File: src/rtl/mem_arbiter.sv
// Two-port arbiter sharing one mem_system between an instruction-fetch side and a data side.
// One access is in flight at a time; a watchdog ends an access that never completes.
module mem_arbiter #(
   parameter int TIMEOUT = 63
) (
   input  logic        clk,
   input  logic        rst,
   input  logic        IRd,
   input  logic [15:0] IAddr,
   output logic [15:0] IDataOut,
   output logic        IDone,
   output logic        IStall,
   input  logic        DRd,
   input  logic        DWr,
   input  logic [15:0] DAddr,
   input  logic [15:0] DDataIn,
   output logic [15:0] DDataOut,
   output logic        DDone,
   output logic        DStall,
   output logic [15:0] MAddr,
   output logic [15:0] MDataIn,
   output logic        MRd,
   output logic        MWr,
   input  logic [15:0] MDataOut,
   input  logic        MDone,
   input  logic        MErr,
   output logic        err
);

   // state  | meaning
   // IDLE   | no access outstanding, arbitrate pending requests
   // SERV_I | instruction fetch outstanding on mem_system
   // SERV_D | data read/write outstanding on mem_system
   localparam logic [1:0] IDLE   = 2'd0;
   localparam logic [1:0] SERV_I = 2'd1;
   localparam logic [1:0] SERV_D = 2'd2;

   localparam logic [5:0] WD_LIMIT = 6'(TIMEOUT);

   logic [1:0]  state;
   logic [15:0] addr_q;
   logic [15:0] wdata_q;
   logic        wr_q;
   logic        last_d;
   logic [5:0]  wd_cnt;
   logic        err_q;
   logic [15:0] idata_q;
   logic [15:0] ddata_q;

   logic        d_req;
   logic        in_serv;
   logic        wd_expired;
   logic        done;
   logic        grant_d;
   logic [15:0] rsp_data;

   assign d_req      = DRd | DWr;
   assign in_serv    = (state == SERV_I) || (state == SERV_D);
   // A real completion takes precedence over an expiring watchdog in the same cycle.
   assign wd_expired = in_serv && !MDone && (wd_cnt == WD_LIMIT);
   assign done       = in_serv && (MDone || wd_expired);
   assign grant_d    = d_req && (!IRd || !last_d);
   assign rsp_data   = MDone ? MDataOut : 16'h0000;

   always_ff @(posedge clk or negedge rst) begin
      if (!rst) begin
         state   <= IDLE;
         addr_q  <= 16'h0000;
         wdata_q <= 16'h0000;
         wr_q    <= 1'b0;
         last_d  <= 1'b0;
         wd_cnt  <= 6'd0;
         err_q   <= 1'b0;
         idata_q <= 16'h0000;
         ddata_q <= 16'h0000;
      end else begin
         if (MErr || wd_expired)
            err_q <= 1'b1;
         case (state)
            IDLE: begin
               if (IRd || d_req) begin
                  state   <= grant_d ? SERV_D : SERV_I;
                  addr_q  <= grant_d ? DAddr : IAddr;
                  wdata_q <= grant_d ? DDataIn : 16'h0000;
                  wr_q    <= grant_d & DWr;
                  wd_cnt  <= 6'd0;
               end
            end
            SERV_I, SERV_D: begin
               if (done) begin
                  state  <= IDLE;
                  last_d <= (state == SERV_D);
                  if (state == SERV_I)
                     idata_q <= rsp_data;
                  else
                     ddata_q <= rsp_data;
               end else begin
                  wd_cnt <= wd_cnt + 6'd1;
               end
            end
            default: state <= IDLE;
         endcase
      end
   end

   assign MRd     = in_serv & ~wr_q;
   assign MWr     = in_serv & wr_q;
   assign MAddr   = in_serv ? addr_q : 16'h0000;
   assign MDataIn = in_serv ? wdata_q : 16'h0000;

   assign IDone    = done && (state == SERV_I);
   assign DDone    = done && (state == SERV_D);
   assign IDataOut = IDone ? rsp_data : idata_q;
   assign DDataOut = DDone ? rsp_data : ddata_q;
   assign IStall   = IRd & ~IDone;
   assign DStall   = d_req & ~DDone;
   assign err      = err_q;

endmodule

File: config.mk
export PLATFORM = sky130hd
export DESIGN_NAME = mem_arbiter
export DESIGN_NICKNAME = d
export VERILOG_FILES = /design/src/rtl/mem_arbiter.sv
export SDC_FILE = /design/constraint.sdc
export NUM_CORES = 1
export LEC_CHECK = 0
export CAP_MARGIN = 20
export CELL_PAD_IN_SITES_DETAIL_PLACEMENT = 1
export CELL_PAD_IN_SITES_GLOBAL_PLACEMENT = 2
export CORE_UTILIZATION = 29
export DETAILED_ROUTE_END_ITERATION = 8
export GPL_ROUTABILITY_DRIVEN = 0
export PLACE_DENSITY_LB_ADDON = 0.12
export SYNTH_ARGS = -nofsm -noshare
export SYNTH_HDL_FRONTEND = slang
export SYNTH_SLANG_ARGS = --single-unit
File: constraint.sdc
create_clock -name clk -period 5.4 [get_ports clk]
set_input_delay 1.08 -clock clk [delete_from_list [all_inputs] [get_ports clk]]
set_output_delay 1.08 -clock clk [all_outputs]
set_load 0.05 [all_outputs]
==> impl_metrics.yaml <==
logic_synthesis:
  ys_warn_count: 0
  synth_edf_count: 0
  synth_top_area_cell: "dfrtp_1"
  synth_area_um2: 3950
  synth_area_per_cell_um2: 10.6
  synthDominantCellAreaShare: 0.476
  yosysSeqAreaShare: 0.476
  ys_ff_latch: 75
  ys_types: 29
  synthFlopType: "dfrtp_1"
  synthArstFlopShare: 1.00
  synth_nets: 448
  syn_inst: 373
  yosys-top-cells-area: "dfrtp_1 48%, mux2_2 13%, and2_1 8.6%"
sta:
  hold_viol: 0
  slew_headroom: 0.386
  finalClockSkew_ns: 0.00504
  period_share: 0.847
  rsz0062_at_grt: "no"
  setup_viol: 0
  setup_ws_ns: 0.829
  worstMarginPinSlew_ns: 0.919
  max_freq_mhz: 219
  finalCriticalPeriod_ns: 4.57
  tns_ns: 0
  holdWs_ns: 0.467
  slew_viol_final: 0
global_route:
  gr-usage-all-layers: 0.160
  antenna_found_initial: 0
  grt_max_degree: 76
  busiest_layer: "met2"
  grt_remaining_overflow: 0
  grt_pass1_vias: 3275
  met1_usage: 0.195
  grt_pass1_wl_um: 17200
  grt_use_met3: 0.0507
  gr-usage-met2: 0.258
cts:
  cts_root_buffer: "clkbuf_16"
  postCtsSetupBuffers: 0
  cts_tree: "yes"
  clock_path_buffers: 2
  cts_resized: 0
  cts-buffers-inserted: 9
  cts_hold_buf: 0
  clkTransAtPathRegs_ns: 0.05
  cts_sinks: 75
  htree_num_levels: 3
  insertion_delay_ns: 0.33
hold_path:
  min_delay_path_depth: 2
  hold_end: "wdata_q[6]"
  min-delay-start: "wdata_q[6]"
  hold_class: "register to register"
critical_path:
  reg2regPathDepth: 6
  r2r_end: "ddata_q[9]"
  worst_ep_arrival_time_ns: 3.49
  start_kind: "input pin"
  cp_max_fo: 12
  r2r_setup_slack_ns: 2.90
  required_ns: 4.32
  cp-end-kind: "output pin"
  critPathKind: "input pin to output pin"
  timing.rr.start: "state[1]"
cells_and_area:
  syn_to_final_growth_pct: 47.4
  fin_area_um2: 5820
  fin_nets: 586
  drive_above_1_share: 0.163
  antennaDiodeCount: 0
run:
  max-cap-violations: 0
floorplan:
  boundaryPins: 142
  fp-row-count: 42
  die_h_um: 119
  initial_utilization: 0.298
  core_um2: 13200
  die_w_um: 119
  dieArea_um2: 14100
detailed_routing:
  firstDrtPassIters: 4
  vias: 3184
  drtIter0Drc: 107
  drc: 0
  ant_nets: 0
  viasPerCell: 4.60
  routed_wl_um: 10600
  wl_per_cell_um: 15.3
run_status:
  status: "completed"
placed_design:
  place_ws_ns: 0.808
  dpl_cell_area_um2: 5480
  io_buffers: 141
  hpwl_um: 7240
power:
  irDropWorstVdd_mv: 0.240
  power_density_nw_per_um2: 635
  p_total_mw: 3.69
  p_leak_nw: 2.60
kinds of logic (layout without fill, tap and decap cells):
kind of cell,after synthesis,after routing,share of synthesized area
flip-flops,75,75,0.476
AO/OA/AOI/OAI,47,47,0.0657
adder cells (fa/ha/maj),4,4,0.0127
multiplexers,83,83,0.231
AND/OR/NAND/NOR,137,137,0.175
buffers and inverters,27,170,0.0393
area by class of cell:
class | count | area (µm²)
fill | 1488 | 7430
tap | 176 | 220
timing repair buffer | 149 | 1480
sequential | 75 | 1880
inverter | 5 | 18.8
clock buffer | 15 | 288
clock inverter | 1 | 5.00
multi-input combinational | 271 | 1930
worst max path at each step:
| stage | start | to | depth (start not counted) |
|---|---|---|---|
| 6_report | MDone | DDataOut[8] | 6 |
| 4_1_cts | MDone | DDataOut[8] | 6 |
| 2_1_floorplan | MDone | DStall | 6 |
| 3_5_place_dp | MDone | DDataOut[8] | 6 |
| 3_3_place_gp | MDone | DDataOut[15] | 6 |
| 5_1_grt | MDone | DDataOut[8] | 6 |
synthesized netlist by cell type, types with 4 or more instances:
master and n:
dfrtp_1 75, nand2_1 60, and2_1 54, mux2_2 47, o21ai_0 36, mux2_1 18, mux2i_1 18, clkbuf_1 8
buf_2 7, a31oi_1 6, buf_6 5, inv_1 5, nand3_1 5, ha_1 4, nor2_1 4
through the flow:
stage                      util  instances
after global routing      0.439        692
final                     0.439        692
after detailed placement  0.413        674
after floorplan               -        373
after global placement    0.413        674
after CTS                 0.436        690
critical path, cell delays in order:
cell and delay [ns]:
clkdlybuf4s50_1 0.48, nand2_1 0.07, o21ai_2 0.12, and2_1 0.63
mux2_1 0.40, clkdlybuf4s50_1 0.70
registers in the layout (all words and copies together) (netlist names):
name	count
last_d	1
idata_q	16
state	2
wr_q	1
err	1
wd_cnt	6
ddata_q	16
addr_q	16
wdata_q	16
per-layer routing:
metal	vias to the layer above	wire, µm
met5	-	0
met2	99	4910
li1	1555	-
met4	0	187
met3	15	785
met1	1515	4680
power breakdown:
part | switching, mW | internal [mW]
registers | 0.130 | 0.802
clock network | 0.223 | 0.361
logic | 1.38 | 0.791
total | 1.74 | 1.95
placed cells by master, fill, tap and decap left out, types with 2 or more instances in the layout:
cell type | Yosys | layout
clkbuf_16 | 0 | 9
mux2i_1 | 18 | 18
mux2_1 | 18 | 18
nand3_1 | 5 | 5
nand2b_1 | 3 | 2
buf_4 | 2 | 15
nor3_1 | 3 | 3
dfrtp_1 | 75 | 75
clkbuf_8 | 0 | 4
nand2_1 | 60 | 60
o21ai_0 | 36 | 36
nand4_1 | 2 | 2
a31oi_1 | 6 | 6
inv_1 | 5 | 5
nor2_1 | 4 | 4
mux2_2 | 47 | 47
clkbuf_1 | 8 | 2
and2_1 | 54 | 54
clkdlybuf4s50_1 | 0 | 132
ha_1 | 4 | 4
No activity file was read; power rests on OpenSTA's default activity.
